<file path="src/rtl/global_iteration_controller_pkg.sv">
// Shared configuration and FSM encoding for the global iteration controller.
// Default core count, iteration id width and controller state encoding.
package global_iteration_controller_pkg;

  localparam int DEF_CORE_NUM        = 4;
  localparam int DEF_ITERATION_WIDTH = 8;

  typedef enum logic [2:0] {
    ST_IDLE  = 3'd0,
    ST_START = 3'd1,
    ST_RUN   = 3'd2,
    ST_DRAIN = 3'd3,
    ST_DONE  = 3'd4
  } gic_state_e;

endpackage

</file>
<file path="src/rtl/global_iteration_controller_iteration_end_collector.sv">
// Sticky per-core iteration-end mask with a clear and an all-cores-ended detect.
// all_end includes this cycle's qualified ends, so simultaneous ends are seen at once.
module iteration_end_collector #(
  parameter int CORE_NUM = 4
) (
  input  logic                clk,
  input  logic                rst,
  input  logic                clear,
  input  logic                enable,
  input  logic [CORE_NUM-1:0] core_end,
  input  logic [CORE_NUM-1:0] core_end_valid,
  output logic [CORE_NUM-1:0] end_mask,
  output logic                all_end
);

  logic [CORE_NUM-1:0] mask_r;
  logic [CORE_NUM-1:0] new_end_s;

  assign new_end_s = enable ? (core_end & core_end_valid) : {CORE_NUM{1'b0}};
  assign all_end   = enable && (&(mask_r | new_end_s));
  assign end_mask  = mask_r;

  // Accumulate qualified ends; clear wins over new ends.
  always_ff @(posedge clk) begin
    if (rst) begin
      mask_r <= {CORE_NUM{1'b0}};
    end else if (clear) begin
      mask_r <= {CORE_NUM{1'b0}};
    end else begin
      mask_r <= mask_r | new_end_s;
    end
  end

endmodule

</file>
<file path="src/rtl/global_iteration_controller.sv">
// Global iteration controller: sequences iterations across cores, waits for every
// core to end, drains, and repeats while vertices remain active up to a hard limit.
module global_iteration_controller
  import global_iteration_controller_pkg::*;
#(
  parameter int CORE_NUM        = DEF_CORE_NUM,
  parameter int ITERATION_WIDTH = DEF_ITERATION_WIDTH,
  parameter int MAX_ITERATION   = 16,
  parameter int DRAIN_CYCLES    = 8
) (
  input  logic                       clk,
  input  logic                       rst,
  input  logic                       start,
  input  logic [CORE_NUM-1:0]        core_iteration_end,
  input  logic [CORE_NUM-1:0]        core_iteration_end_valid,
  input  logic [CORE_NUM-1:0]        core_active_v_valid,
  output logic [ITERATION_WIDTH-1:0] iteration_id,
  output logic                       iteration_start,
  output logic                       busy,
  output logic                       done,
  output logic [CORE_NUM-1:0]        end_mask
);

  localparam int DCW = $clog2(DRAIN_CYCLES + 1);
  localparam logic [ITERATION_WIDTH-1:0] LAST_ITER = ITERATION_WIDTH'(MAX_ITERATION - 1);

  gic_state_e                 state_r, next_state_s;
  logic [ITERATION_WIDTH-1:0] iteration_id_r;
  logic [DCW-1:0]             drain_cnt_r;
  logic                       activity_r;
  logic                       any_active_s, all_end_s, collect_en_s, collect_clear_s;
  logic                       drain_expire_s, stop_s;
  logic                       iteration_start_s, busy_s, done_s;
  logic                       iteration_start_r, busy_r, done_r;

  assign any_active_s    = |core_active_v_valid;
  assign collect_en_s    = (state_r == ST_RUN);
  assign collect_clear_s = (next_state_s == ST_START);
  assign drain_expire_s  = (state_r == ST_DRAIN) && (drain_cnt_r == DCW'(1));
  // Limit check comes before any increment, so the id can never wrap.
  assign stop_s          = !(activity_r || any_active_s) || (iteration_id_r == LAST_ITER);

  iteration_end_collector #(.CORE_NUM(CORE_NUM)) u_collector (
    .clk           (clk),
    .rst           (rst),
    .clear         (collect_clear_s),
    .enable        (collect_en_s),
    .core_end      (core_iteration_end),
    .core_end_valid(core_iteration_end_valid),
    .end_mask      (end_mask),
    .all_end       (all_end_s)
  );

  // State register plus registered FSM outputs aligned with the state.
  always_ff @(posedge clk) begin
    if (rst) begin
      state_r           <= ST_IDLE;
      iteration_start_r <= 1'b0;
      busy_r            <= 1'b0;
      done_r            <= 1'b0;
    end else begin
      state_r           <= next_state_s;
      iteration_start_r <= iteration_start_s;
      busy_r            <= busy_s;
      done_r            <= done_s;
    end
  end

  // Next-state logic.
  always_comb begin
    next_state_s = state_r;
    case (state_r)
      ST_IDLE:  if (start) next_state_s = ST_START; else next_state_s = ST_IDLE;
      ST_START: next_state_s = ST_RUN;
      ST_RUN:   if (all_end_s) next_state_s = ST_DRAIN; else next_state_s = ST_RUN;
      ST_DRAIN: begin
        if (drain_expire_s) next_state_s = stop_s ? ST_DONE : ST_START;
        else                next_state_s = ST_DRAIN;
      end
      ST_DONE:  if (start) next_state_s = ST_START; else next_state_s = ST_DONE;
      default:  next_state_s = ST_IDLE;
    endcase
  end

  // Output decode of the upcoming state, registered above.
  always_comb begin
    iteration_start_s = 1'b0;
    busy_s            = 1'b0;
    done_s            = 1'b0;
    case (next_state_s)
      ST_START: begin iteration_start_s = 1'b1; busy_s = 1'b1; end
      ST_RUN:   busy_s = 1'b1;
      ST_DRAIN: busy_s = 1'b1;
      ST_DONE:  done_s = 1'b1;
      default:  busy_s = 1'b0;
    endcase
  end

  // Iteration id, sticky activity flag and drain down-counter.
  always_ff @(posedge clk) begin
    if (rst) begin
      iteration_id_r <= {ITERATION_WIDTH{1'b0}};
      activity_r     <= 1'b0;
      drain_cnt_r    <= {DCW{1'b0}};
    end else begin
      if (next_state_s == ST_START) begin
        iteration_id_r <= (state_r == ST_DRAIN) ? iteration_id_r + ITERATION_WIDTH'(1)
                                                : {ITERATION_WIDTH{1'b0}};
      end else begin
        iteration_id_r <= iteration_id_r;
      end
      if (next_state_s == ST_START) begin
        activity_r <= 1'b0;
      end else if ((state_r == ST_RUN || state_r == ST_DRAIN) && any_active_s) begin
        activity_r <= 1'b1;
      end else begin
        activity_r <= activity_r;
      end
      if (state_r == ST_RUN && next_state_s == ST_DRAIN) begin
        drain_cnt_r <= DCW'(DRAIN_CYCLES);
      end else if (state_r == ST_DRAIN && drain_cnt_r != {DCW{1'b0}}) begin
        drain_cnt_r <= drain_cnt_r - DCW'(1);
      end else begin
        drain_cnt_r <= drain_cnt_r;
      end
    end
  end

  assign iteration_id    = iteration_id_r;
  assign iteration_start = iteration_start_r;
  assign busy            = busy_r;
  assign done            = done_r;

endmodule

</file>
<file path="config.mk">
export PLATFORM = sky130hd
export DESIGN_NAME = global_iteration_controller
export DESIGN_NICKNAME = d
export VERILOG_FILES = /design/src/rtl/global_iteration_controller_pkg.sv /design/src/rtl/global_iteration_controller_iteration_end_collector.sv /design/src/rtl/global_iteration_controller.sv
export SDC_FILE = /design/constraint.sdc
export NUM_CORES = 1
export LEC_CHECK = 0
export CAP_MARGIN = 5
export CORE_ASPECT_RATIO = 0.9
export CORE_MARGIN = 2
export CORE_UTILIZATION = 40
export DETAILED_ROUTE_END_ITERATION = 10
export PLACE_DENSITY = 0.68
export SYNTH_ARGS = -nofsm -noshare
export SYNTH_HDL_FRONTEND = slang
export SYNTH_SLANG_ARGS = --single-unit
</file>
<file path="constraint.sdc">
create_clock -name clk -period 2.5 [get_ports clk]
set_input_delay 0.5 -clock clk [delete_from_list [all_inputs] [get_ports clk]]
set_output_delay 0.5 -clock clk [all_outputs]
set_load 0.01 [all_outputs]
</file>
==> impl_results.md, run 1 <==
- Fraction of post-synthesis cell area in the top cell type by area: 41.2%
- Initial antenna violation count: 0
- Reported leakage power: 0.546 nW
- Nets in the synthesized netlist: 141
- Root Buffer: sky130_fd_sc_hd__clkbuf_4
- All-Layer GR Usage: 16.6%
- Iteration count of the initial detailed-routing pass: 4
- Number of synthesized register bits: 23
- Max Fclk: 472 MHz
- Die area: 3230 um^2
- Count of unique library cells instantiated by Yosys: 35
- Die Y-Extent: 54.1 um
- Count of nets left with antenna violations after detail routing: 0
- Setup repair bufs after CTS: 0
- Part of the Yosys area used for sequential elements: 41.2%
- Max Root-Sink Buffers: 2
- PnR Total Power: 0.645 mW
- Class of the worst hold path: reg2reg
- Number of buffers created by CTS: 3
- Starting density of the core: 41.3%
- Core Area: 2700 um^2
- Number of rows created at floorplan: 18
- Clock tree from TritonCTS: done
- Synthesized netlist cell count: 123
- Setup total negative slack: 0 ns
- Global-route wire length before repair: 4020 um
- Worst endpoint required time: 2.75 ns
- Max transition margin: 73.5%
- Largest fanout of any net on the critical path: 7
- Via count: 1022
- Crit. End Element: register
- Critical path launch point type: input port
- Leading cell types by total area after synthesis: sky130_fd_sc_hd__dfxtp_1, sky130_fd_sc_hd__o211ai_2, sky130_fd_sc_hd__nor2_1
- Pin count of the biggest net entering global routing: 14
- Share of final-layout standard cells stronger than drive strength 1: 12.5%
- Syn Area/Cell: 9.08 um^2
- Clock tree skew after final layout: 0.0124 ns
- Routed length on met3: 71 um
- DRC violations left: 0
- Max-cap violations: 0
- Average wire per standard cell: 12.6 um
- Tmin final: 2.12 ns
- Number of antenna diodes: 0
- Layout Area Growth over Synthesis: 34.5%
- Number of primary I/O pins: 30
- Setup Crit Path Kind: in2reg
- Yosys warning count: 0
- Status: finished, final reports clean
- Cts hold-fix bufs: 0
- Count of instances resized after the clock tree is built: 0
- Number of violations reported at the end of detailed-routing iteration 0: 26
- Insertion delay to the later sink of the worst-skew pair: 0.31 ns
- Worst Tran Pin Value: 0.395 ns
- IR drop worst, VDD: 331 uV
- H-tree levels: 1
- Uppermost routed layer: met4
- DIE WIDTH: 59.7 um
- Total count of max-transition violations in the final report: 0
- Detailed route wirelength on metal2: 1160 um
- Area of the mapped netlist: 1120 um^2
- Final-report setup violation count: 0
- # clock sinks: 23
- Worst EP arrival: 2.37 ns
- Total Wirelength: 2400 um
- Clock transition time at the flip-flop clock pins of the worst setup and hold paths: 0.13 ns
- Unrepaired setup endpoints after global routing: no
- Power Dens Cells: 429 nW/um^2
- HPWL Detailed: 1910 um
- Via count of the first global-routing pass: 914
- Number of endpoints with negative hold slack in the final report: 0
- Grt total ovfl: 0
- Final Cycle Share: 84.7%
- Metal1 wirelength: 1150 um
- Number of nets at the end of the flow: 179
- Via count normalized by instance count: 5.38
- I/O Buffers: 29
- Final weighted congestion of routability-driven global placement: 0.846
- Library cell with the largest summed area after synthesis: sky130_fd_sc_hd__dfxtp_1
[through the flow]
step	hold WS [ns]	std cells	utilization [%]	cell area (um^2)	setup WS, ns
finish	0.493	190	55.6	1500	0.382
global route	0.530	190	55.6	1500	0.339
CTS	0.496	190	55.6	1500	0.387
detailed placement	0.468	186	54.6	1480	0.0517
global placement	0.467	186	54.6	1480	0.0780
floorplan	0.438	123	-	1120	0.532
[where the power goes]
group / internal, mW / total [mW] / switching [mW] / leakage, nW
clock: 0.0597 / 0.170 / 0.110 / 0.0177
combinational: 0.0506 / 0.0946 / 0.0440 / 0.342
sequential: 0.375 / 0.381 / 0.00593 / 0.186
[metal layers]
| metal | track usage (%) | vias up |
|---|---|---|
| met2 | 28.6 | 20 |
| li1 | - | 523 |
| met4 | 3.33 | 0 |
| met5 | 0 | - |
| met3 | 4.33 | 2 |
| met1 | 21.0 | 477 |
[synthesized netlist by cell type (all sizes together)]
cell	number
nand2	5
and3b	1
or2	1
inv	11
a2111oi	1
o22a	1
o21ai	2
a21o	1
buf	1
o31ai	1
nor2b	2
xor2	1
nand3	7
a21oi	8
o211ai	6
a31oi	5
o31a	1
a221oi	1
or4	3
nand3b	2
o21a	1
mux2i	2
a311o	1
nor4	2
nor2	13
nor3	5
and2	2
dfxtp	23
xnor2	2
or3	7
ha	3
clkbuf	1
[flip-flops by register name (all words and copies together), names as in the netlist]
signal,flops
activity_r,1
done,1
iteration_id,8
drain_cnt_r,4
state_r,3
busy,1
u_collector.end_mask,4
iteration_start,1
[logic make-up after synthesis]
logic type	Yosys count	share of synthesized area [%]
xor gates and xnor gates	3	2.35
DFF	23	41.2
adders and majority gates	3	3.36
muxes	2	2.91
and+or+nand+nor	50	24.4
buffers and inverters	13	5.04
AOI/OAI and AO/OA	29	20.7
[worst max-delay path, stage by stage]
cell and delay (ns):
sky130_fd_sc_hd__clkdlybuf4s50_1 0.39, sky130_fd_sc_hd__or4_1 0.55, sky130_fd_sc_hd__o22a_2 0.27, sky130_fd_sc_hd__nor3_4 0.19, sky130_fd_sc_hd__o31ai_2 0.13, sky130_fd_sc_hd__buf_4 0.20
sky130_fd_sc_hd__o211ai_2 0.14
[cell type report]
| type | instances | area [um^2] |
|---|---|---|
| clock inverters | 1 | 5.00 |
| repair buffers | 35 | 335 |
| clock buffers | 3 | 22.5 |
| fillers | 253 | 1200 |
| inverters | 11 | 41.3 |
| flip-flops and latches | 23 | 460 |
| multi-input cells | 87 | 601 |
| well taps | 30 | 37.5 |
[cells in the final DEF (no fill, tap or decap), drive strengths merged]
master / synthesis / routed
a2111oi: 1 / 1
a21o: 1 / 1
a21oi: 8 / 8
a221oi: 1 / 1
a311o: 1 / 1
a31oi: 5 / 5
and2: 2 / 2
and3b: 1 / 1
buf: 1 / 6
clkbuf: 1 / 3
clkdlybuf4s50: 0 / 29
clkinv: 0 / 1
dfxtp: 23 / 23
ha: 3 / 3
inv: 11 / 11
mux2i: 2 / 2
nand2: 5 / 5
nand3: 7 / 7
nand3b: 2 / 2
nor2: 13 / 13
nor2b: 2 / 2
nor3: 5 / 5
nor4: 2 / 2
o211ai: 6 / 6
o21a: 1 / 1
o21ai: 2 / 2
o22a: 1 / 1
o31a: 1 / 1
o31ai: 1 / 1
or2: 1 / 1
or3: 7 / 7
or4: 3 / 3
xnor2: 2 / 2
xor2: 1 / 1
[worst paths after layout]
check	startpoint	end	slack, ns	cells past startpoint
max	core_active_v_valid[1]	iteration_id[3]	0.38	7
min	activity_r	activity_r	0.49	2
max reg2reg	state_r[1]	iteration_id[3]	0.55	6
min reg2reg	activity_r	activity_r	0.49	2
No activity file was read; power rests on OpenSTA's default activity.
==> inputs of run 2 (changes only) <==
--- a/config.mk
+++ b/config.mk
@@ -10,7 +10,7 @@
 export CORE_MARGIN = 2
 export CORE_UTILIZATION = 40
 export DETAILED_ROUTE_END_ITERATION = 10
-export PLACE_DENSITY = 0.68
+export PLACE_DENSITY = 0.71
 export SYNTH_ARGS = -nofsm -noshare
 export SYNTH_HDL_FRONTEND = slang
 export SYNTH_SLANG_ARGS = --single-unit
==> constraint.sdc (replaced) <==
create_clock -name clk -period 1.8 [get_ports clk]
set_input_delay 0.36 -clock clk [delete_from_list [all_inputs] [get_ports clk]]
set_output_delay 0.36 -clock clk [all_outputs]
set_load 0.01 [all_outputs]
==> run 2 against run 1 <==
Effect of this change: the run now ends with negative setup slack left; combinational power increased by 87%; clock power increased by 39%; sequential cell count unchanged; cell count increased by 16%; wire length increased by 23%; critical path type is now reg2reg; clock skew decreased by 0.0077 ns; critical path depth decreased by 2; non-clock buffer count increased by 30; first-iteration DRC count decreased by 15%; largest cell class unchanged; die area unchanged; setup slack got worse by 0.38 ns.
==> impl_results.md, run 2 (same netlist as run 1, synthesis figures left out) <==
- DRC violations left: 0
- Clock tree skew after final layout: 0.00474 ns
- Reported leakage power: 0.711 nW
- Core Area: 2700 um^2
- Worst EP arrival: 2.01 ns
- Number of endpoints with negative hold slack in the final report: 0
- Final-report setup violation count: 2
- Total count of max-transition violations in the final report: 0
- Global-route wire length before repair: 4930 um
- Average wire per standard cell: 13.4 um
- Share of final-layout standard cells stronger than drive strength 1: 31.1%
- Initial antenna violation count: 0
- Max-cap violations: 0
- Violated checks: negative setup slack
- Final non-filler cell area: 1770 um^2
- Root Buffer: sky130_fd_sc_hd__clkbuf_4
- Delay contributed by the slowest stage of the critical path: 0.53 ns
- Worst Tran Pin Value: 0.438 ns
- # clock sinks: 23
- Pin count of the biggest net entering global routing: 13
- Path length in cells of the critical path: 5
- Unrepaired setup endpoints after global routing: yes
- Final core utilization: 65.6%
- DIE WIDTH: 59.7 um
- PnR Total Power: 0.941 mW
- Post-placement cell area: 1680 um^2
- Crit. End Element: register
- Final weighted congestion of routability-driven global placement: 0.746
- H-tree levels: 1
- Grt total ovfl: 0
- Count of nets left with antenna violations after detail routing: 0
- Cell count after placement: 213
- Setup total negative slack: -0.00214 ns
- Total Wirelength: 2960 um
- Critical path launch point type: register
- Starting density of the core: 41.3%
- All-Layer GR Usage: 20.2%
- Die Y-Extent: 54.1 um
- Largest fanout of any net on the critical path: 7
- Critical path's top delay family: simple AND/OR/NAND/NOR gates
- Worst R2R Path Depth: 5
- Via count of the first global-routing pass: 1110
- Number of primary I/O pins: 30
- Number of flip-flops under the largest register name: 8
- I/O Buffers: 29
- Max Fclk: 555 MHz
- Tmin final: 1.80 ns
- Critical Path, Cell by Cell: or4_4 -> o22a_4 -> o211ai_2 -> or3_1 -> o211ai_2
- Insertion delay to the later sink of the worst-skew pair: 0.31 ns
- Final Cycle Share: 100%
- Status: complete, but fails checks
- Via count: 1124
- Final cell count without fillers: 220
- Setup Crit Path Kind: reg2reg
- IR drop worst, VDD: 393 uV
- Crit-path slowest cell: sky130_fd_sc_hd__or4_4
- Iteration count of the initial detailed-routing pass: 4
- Combined buffer and inverter count along the critical path: 0
- Via count normalized by instance count: 5.11
- Number of instances on the worst hold path: 2
- Clock tree from TritonCTS: done
- Most common cell after layout, fill and taps aside: sky130_fd_sc_hd__buf_4
- Most Frequent Cell on Critical Path: sky130_fd_sc_hd__o211ai_2
- Max Root-Sink Buffers: 2
- Number of violations reported at the end of detailed-routing iteration 0: 22
- Number of buffers created by CTS: 3
- Die area: 3230 um^2
- Class of the worst hold path: reg2reg
- Power Dens Cells: 531 nW/um^2
- Layout Area Growth over Synthesis: 58.7%
- Number of nets at the end of the flow: 209
- Clock transition time at the flip-flop clock pins of the worst setup and hold paths: 0.12 ns
- Number of antenna diodes: 0
- Minimum setup slack in the final design: -0.00166 ns
- Worst endpoint required time: 2.01 ns
- HPWL Detailed: 2290 um
- Max transition margin: 70.5%
- Highest-count cells in the layout ignoring fill and taps: sky130_fd_sc_hd__buf_4, sky130_fd_sc_hd__clkdlybuf4s50_1, sky130_fd_sc_hd__dfxtp_1
- Number of rows created at floorplan: 18
==> run 2: cell count changes in the layout (fill, tap and decap cells not counted), moves of 2 or more <==
cell / change
sky130_fd_sc_hd__a21oi_1: -2
sky130_fd_sc_hd__a21oi_2: +2
sky130_fd_sc_hd__buf_4: +30
sky130_fd_sc_hd__clkdlybuf4s50_1: -4
sky130_fd_sc_hd__dfxtp_1: -3
sky130_fd_sc_hd__dfxtp_2: +3
sky130_fd_sc_hd__dlygate4sd2_1: +4
sky130_fd_sc_hd__or4_1: -2
sky130_fd_sc_hd__or4_4: +2
==> run 2: worst paths after layout <==
path                    from              end  slack [ns]
max          iteration_id[5]  iteration_id[4]      -0.002
min               activity_r       activity_r        0.51
max reg2reg  iteration_id[5]  iteration_id[4]      -0.002
min reg2reg       activity_r       activity_r        0.51
==> run 2: layout make-up <==
type,instances,area [um^2]
Timing Repair Buffer,65,556
Inverter,11,41.3
Clock buffer,4,26.3
Sequential cell,23,464
Fill cell,231,930
Tap cell,30,37.5
Multi-Input combinational cell,87,648
==> run 2: where the power goes <==
group	internal (mW)	switching, mW	total [mW]
Combinational	0.0995	0.0778	0.177
Sequential	0.521	0.00716	0.528
Clock	0.0865	0.149	0.236
==> run 2: what timing repair did <==
item,4_1_cts,5_1_grt
setup buffers,3,0
resized for setup,9,8
hold buffers,0,0
hold endpoints to repair,0,0
pin swaps,8,3
setup endpoints to repair,16,16
==> run 2: worst reg2reg max path: stages, from the launching register on <==
cell and delay [ns]:
sky130_fd_sc_hd__dfxtp_2 0.34, sky130_fd_sc_hd__or4_4 0.53, sky130_fd_sc_hd__o22a_4 0.26, sky130_fd_sc_hd__o211ai_2 0.30, sky130_fd_sc_hd__or3_1 0.18, sky130_fd_sc_hd__o211ai_2 0.09
==> run 2: stage by stage <==
step	setup WS, ns	hold WS, ns
after floorplan	0.0121	0.438
after detailed placement	-0.915	0.468
after global routing	-0.0910	0.548
final	-0.00166	0.514
after global placement	-0.791	0.449
after CTS	-0.0385	0.520
==> run 2: metal layers <==
| layer | global-route usage [%] | up-vias | part of all wire, % |
|---|---|---|---|
| met5 | 0 | - | 0 |
| met4 | 2.22 | 0 | 0.54 |
| met3 | 5.05 | 2 | 4.0 |
| met2 | 34.6 | 18 | 50 |
| met1 | 26.4 | 523 | 46 |
| li1 | - | 581 | - |
==> inputs of run 3 (changes only) <==
--- a/config.mk
+++ b/config.mk
@@ -5,9 +5,8 @@
 export SDC_FILE = /design/constraint.sdc
 export NUM_CORES = 1
 export LEC_CHECK = 0
-export CAP_MARGIN = 5
+export CAP_MARGIN = 20
 export CORE_ASPECT_RATIO = 0.9
-export CORE_MARGIN = 2
 export CORE_UTILIZATION = 40
 export DETAILED_ROUTE_END_ITERATION = 10
 export PLACE_DENSITY = 0.71
==> run 3 against run 2 <==
Effect of this change: the flow finishes with violations (design-rule violations, negative setup slack); clock skew up 0.0030 ns; sequential cell count is the same; largest cell class unchanged; sequential share of layout area down 0.32 points; count of clock-buffer cells in the layout is 1 lower; register-to-register slack lost 0.05 ns; critical path depth stayed put; wire length shrank 2.9%; die area fell by 6.9%; fmax is 2.5% lower; total power increased by 1.1%; design area increased by 1.8%; global-route usage up 1.2 points.
==> impl_results.md, run 3 (same netlist as run 1, synthesis figures left out) <==
- Crit. End Element: register
- Via count: 1165
- Die Y-Extent: 52.1 um
- All-Layer GR Usage: 21.4%
- Number of filler cells placed in the layout: 190
- Reg-to-reg startpoint: iteration_id[6]
- Global-route wire length before repair: 4880 um
- Final worst hold slack: 0.518 ns
- Insertion delay to the later sink of the worst-skew pair: 0.31 ns
- Number of violations reported at the end of detailed-routing iteration 0: 37
- DRC violations left: 5
- Routed length on met3: 183 um
- Via count of the first global-routing pass: 1130
- Starting density of the core: 43.8%
- P_int: 0.709 mW
- I/O Buffers: 29
- Max Fclk: 541 MHz
- Minimum setup slack in the final design: -0.0472 ns
- Comb pwr share: 19.3%
- Number of antenna diodes: 0
- Number of buffers created by CTS: 3
- Status: complete, but fails checks
- Register Area: 467 um^2
- Critical Path, Cell by Cell: or4_4 -> o22a_4 -> or2_1 -> a221oi_2 -> a21oi_1
- Final Cycle Share: 103%
- Final cell count without fillers: 220
- Metal1 wirelength: 1220 um
- Max transition margin: 72.7%
- Number of primary I/O pins: 30
- Largest fanout of any net on the critical path: 3
- Initial antenna violation count: 0
- Worst endpoint required time: 2.01 ns
- Share of power burned in registers: 55.5%
- Clock tree skew after final layout: 0.00773 ns
- Crit-path slowest cell: sky130_fd_sc_hd__or4_4
- Number of flip-flops under the largest register name: 8
- Cts hold-fix bufs: 0
- Critical path's top delay family: simple AND/OR/NAND/NOR gates
- Post-placement cell area: 1680 um^2
- Violated checks: design-rule violations, negative setup slack
- IR drop worst, VDD: 451 uV
- Worst slack, placed: -0.863 ns
- Root Buffer: sky130_fd_sc_hd__clkbuf_4
- Number of nets at the end of the flow: 211
- Iteration count of the initial detailed-routing pass: 7
- Clock tree from TritonCTS: done
- HPWL Detailed: 2200 um
- Setup Crit Path Kind: reg2reg
- Most common cell after layout, fill and taps aside: sky130_fd_sc_hd__buf_4
- DIE WIDTH: 57.7 um
- Die area: 3010 um^2
- Layout Area Growth over Synthesis: 61.5%
- Area of the multi-input gates: 658 um^2
- Share of final-layout standard cells stronger than drive strength 1: 34.4%
- Cell count after placement: 212
- Total count of max-transition violations in the final report: 0
- Reported leakage power: 0.727 nW
- Grt total ovfl: 0
- Delay contributed by the slowest stage of the critical path: 0.53 ns
- Launch point of the critical path: iteration_id[6]
- Relative contribution of the clock network to total power: 25.3%
- H-tree levels: 1
- Pin count of the biggest net entering global routing: 14
- Max Root-Sink Buffers: 2
- Class of the worst hold path: reg2reg
- Core Area: 2550 um^2
- Highest-count cells in the layout ignoring fill and taps: sky130_fd_sc_hd__buf_4, sky130_fd_sc_hd__clkdlybuf4s50_1, sky130_fd_sc_hd__dfxtp_1
- Critical path launch point type: register
- # clock sinks: 23
- Worst EP arrival: 2.06 ns
- Final weighted congestion of routability-driven global placement: 0.738
- Final non-filler cell area: 1800 um^2
- Net switching power figure: 0.243 mW
- Number of rows created at floorplan: 17
- Max-cap violations: 0
- Via count normalized by instance count: 5.30
- PnR Total Power: 0.951 mW
- Combined buffer and inverter count along the critical path: 0
- Detailed route wirelength on metal2: 1470 um
- Average wire per standard cell: 13.1 um
- Switching share of power: 25.5%
- Clock transition time at the flip-flop clock pins of the worst setup and hold paths: 0.13 ns
- Worst Tran Pin Value: 0.405 ns
- Uppermost routed layer: met3
- Tmin final: 1.85 ns
- Power Dens Cells: 527 nW/um^2
- Number of endpoints with negative hold slack in the final report: 0
- Count of nets left with antenna violations after detail routing: 0
- Start point of the worst min-delay path: activity_r
- Final-report setup violation count: 3
- Unrepaired setup endpoints after global routing: yes
- Total Wirelength: 2870 um
run 3: area by class of cell:
type	instances	share of cell area (%)
multi-input combinational	87	36.5
timing repair buffer	67	31.9
sequential	23	25.9
inverter	11	2.29
tap	28	1.94
clock buffer	3	1.25
clock inverter	1	0.277
run 3: layer usage:
metal	vias to the layer above	track usage, %
li1	588	-
met1	548	24.3
met2	29	41.3
met3	0	5.72
met4	0	2.38
met5	-	0
run 3: power by group through the flow:
stage               Clock (mW)  Sequential (mW)  Combinational, mW
floorplan                    0            0.543             0.0638
global placement             0            0.538              0.159
detailed placement           0            0.539              0.162
CTS                      0.248            0.528              0.175
global route             0.269            0.529              0.198
finish                   0.241            0.528              0.183
run 3: timing repair:
| action | CTS | global route |
|---|---|---|
| cloned | 0 | 0 |
| setup buffers | 3 | 1 |
| pin swaps | 8 | 3 |
| gates resized for setup | 12 | 9 |
| endpoints found under the hold margin | 0 | 0 |
| setup endpoints to repair | 15 | 9 |
run 3: worst min-delay path, cell delays in order (launching register included):
cell                      delay, ns
sky130_fd_sc_hd__dfxtp_1       0.37
sky130_fd_sc_hd__a21oi_1       0.05
sky130_fd_sc_hd__nor2_1        0.07
run 3: metrics by stage:
stage          TNS [ns]  utilization [%]
5_1_grt          -0.356             70.7
3_3_place_gp     -10.97             65.9
3_5_place_dp     -11.70             65.9
2_1_floorplan         0                -
4_1_cts          -0.142             69.2
6_report        -0.0927             70.7
run 3: path summary, 6_finish.rpt:
path / endpoint / slack [ns] / cells after the start
hold / removal: activity_r / 0.52 / 2
setup reg to reg: busy / -0.05 / 5
setup / recovery: busy / -0.05 / 5
hold reg to reg: activity_r / 0.52 / 2
==> variant: new RTL, flow settings as in run 3 <==
Set the package constant `DEF_ITERATION_WIDTH` to 12 (it was 8).
--- a/src/rtl/global_iteration_controller_pkg.sv
+++ b/src/rtl/global_iteration_controller_pkg.sv
@@ -3,7 +3,7 @@
 package global_iteration_controller_pkg;
 
   localparam int DEF_CORE_NUM        = 4;
-  localparam int DEF_ITERATION_WIDTH = 8;
+  localparam int DEF_ITERATION_WIDTH = 12;
 
   typedef enum logic [2:0] {
     ST_IDLE  = 3'd0,
Interface: changed (resized iteration_id); port bits go from 30 to 34. The function was not compared with the original's and may differ.
==> variant against run 3 <==
The flow finishes with violations (setup timing). Wire length grew 34%. Hold slack improved by 19 ps. Sequential cell count increased by 4. Critical path depth rose by 2. Power rose by 24%. Worst setup slack lost 170 ps. Cell area grew 22%. Global-route usage is 1.2 points higher. Sequential power grew 17%. Die area grew 20%. Synthesized area up 21%.
==> variant: results (changes against run 3) <==
Hold path
  • Hold Path Origin: u_collector.end_mask[3] (was activity_r)
  • Hold path cells: 2 (unchanged)
  • Hold Path Sink: u_collector.end_mask[3] (was activity_r)

STA
  • Final WS setup: -220.2 ps (was -47.23 ps)
  • Worst-Margin Slew: 453.0 ps (was 404.9 ps)
  • Clock skew: 2.197 ps (was 7.729 ps)
  • Final setup fails: 18 (was 3)

Pwr
  • Leak Pwr: 0.8583 nW (was 0.7274 nW)
  • Worst VDD drop: 0.4465 mV (was 0.4506 mV)
  • Power per Cell Area: 538.4 nW/µm² (was 527.3 nW/µm²)
  • Flop pwr share: 52.0% (was 55.5%)
  • Clock share of power: 29.3% (was 25.3%)
  • Internal Pwr Total: 0.0008789 W (was 0.0007087 W)

Clock tree
  • Clk Latency, worst-skew pair: 270 ps (was 310 ps)
  • Post-CTS setup buffer count: 2 (was 3)
  • TritonCTS buffer count: 3 (unchanged)
  • Root Driver: clkbuf_8 (was clkbuf_4)
  • Longest Clk Path Bufs: 2 (unchanged)
  • Resized cells post-CTS: 37 (was 12)
  • Clock transition at path regs: 90 ps (was 130 ps)

Global routing
  • GRT Total Usage: 22.61% (was 21.41%)
  • Number of global-route vias before repair: 1414 (was 1130)
  • Largest net degree at the start of global routing: 16 (was 14)
  • Global-route wire length before repair: 6396 µm (was 4878 µm)

Critical path
  • Delay-heaviest family, CP: simple AND/OR/NAND/NOR gates (unchanged)
  • Crit-path slowest cell: or3_4 (was or4_4)
  • Crit path largest cell delay: 400 ps (was 530 ps)
  • Worst setup path start: iteration_id[0] (was iteration_id[6])
  • End of the worst register-to-register path: iteration_id[8] (was busy)
  • CP arrival: 2230 ps (was 2060 ps)
  • Worst reg-to-reg path cell count: 7 (was 5)

Routing
  • Vias per cell: 5.223 (was 5.295)
  • Drt total wl: 3851 µm (was 2873 µm)
  • DRT Pass-1 Iters: 4 (was 7)
  • DR iter-0 viols: 133 (was 37)

Placed design
  • Placed instance area: 2004 µm² (was 1683 µm²)
  • Final GP Congestion: 0.8750 (was 0.7376)
  • IO buf count: 33 (was 29)
  • Hpwl dp: 2755 µm (was 2203 µm)

Logic synthesis
  • Post-synthesis mux area share: 0.7428% (was 2.912%)
  • Synth cell count leaders: dfxtp_1, nor2_1, o21ai_0, nand2_1, a21oi_1 (was dfxtp_1, nor2_1, inv_1, a21oi_1)
  • Seq/Total Area, Yosys: 40.11% (was 41.21%)
  • Yosys warns: 0 (unchanged)
  • Adder-Cell Fraction of Synth Area: 2.786% (was 3.359%)
  • Unique masters post-synth: 40 (was 35)
  • Post-synthesis xor/xnor area fraction: 1.300% (was 2.352%)
  • Compound-cell area share of the yosys netlist: 18.94% (was 20.72%)
  • Ranking of synthesized cells by area: dfxtp_1, nor2_1, o21ai_0 (was dfxtp_1, o211ai_2, nor2_1)
  • Syn Nets: 184 (was 141)

Final layout
  • Proportion of layout cells with a drive suffix above 1: 34.58% (was 34.38%)
  • Final layout net count: 259 (was 211)
  • Max FFs per register: 12 (was 8)

Run status
  • Outcome: finished, violations left (unchanged)
  • Failing checks: setup timing (was DRC, setup timing)
[variant: final cells by class]
cell class                      count  area (µm²)
Timing Repair Buffer               75       655.6
Clock inverter                      1       5.005
Tap cell                           42       52.55
Multi-Input combinational cell    131       884.6
Clock buffer                        3       41.29
Inverter                            3       11.26
Sequential cell                    27       548.0
Fill cell                         253       939.7
[variant: per-layer routing]
metal  up-vias  share of wire (%)  global-route usage (%)
met5         -                  0                       0
met4         0                2.0                   9.416
met3         9                4.1                   3.800
met2        43                 53                   41.17
met1       688                 41                   26.37
li1        733                  -                       -
[variant: stage by stage]
step / utilization, % / TNS (ps) / hold slack (ps) / cells / setup WS [ps]
detailed placement: 63.88 / -10700 / 485.0 / 273 / -632.6
finish: 70.06 / -2470 / 536.8 / 282 / -220.2
global route: 70.06 / -3615 / 563.4 / 282 / -281.8
global placement: 63.88 / -8926 / 477.9 / 273 / -520.5
CTS: 68.14 / -2582 / 527.7 / 280 / -256.7
floorplan: - / -2052 / 474.7 / 166 / -201.0
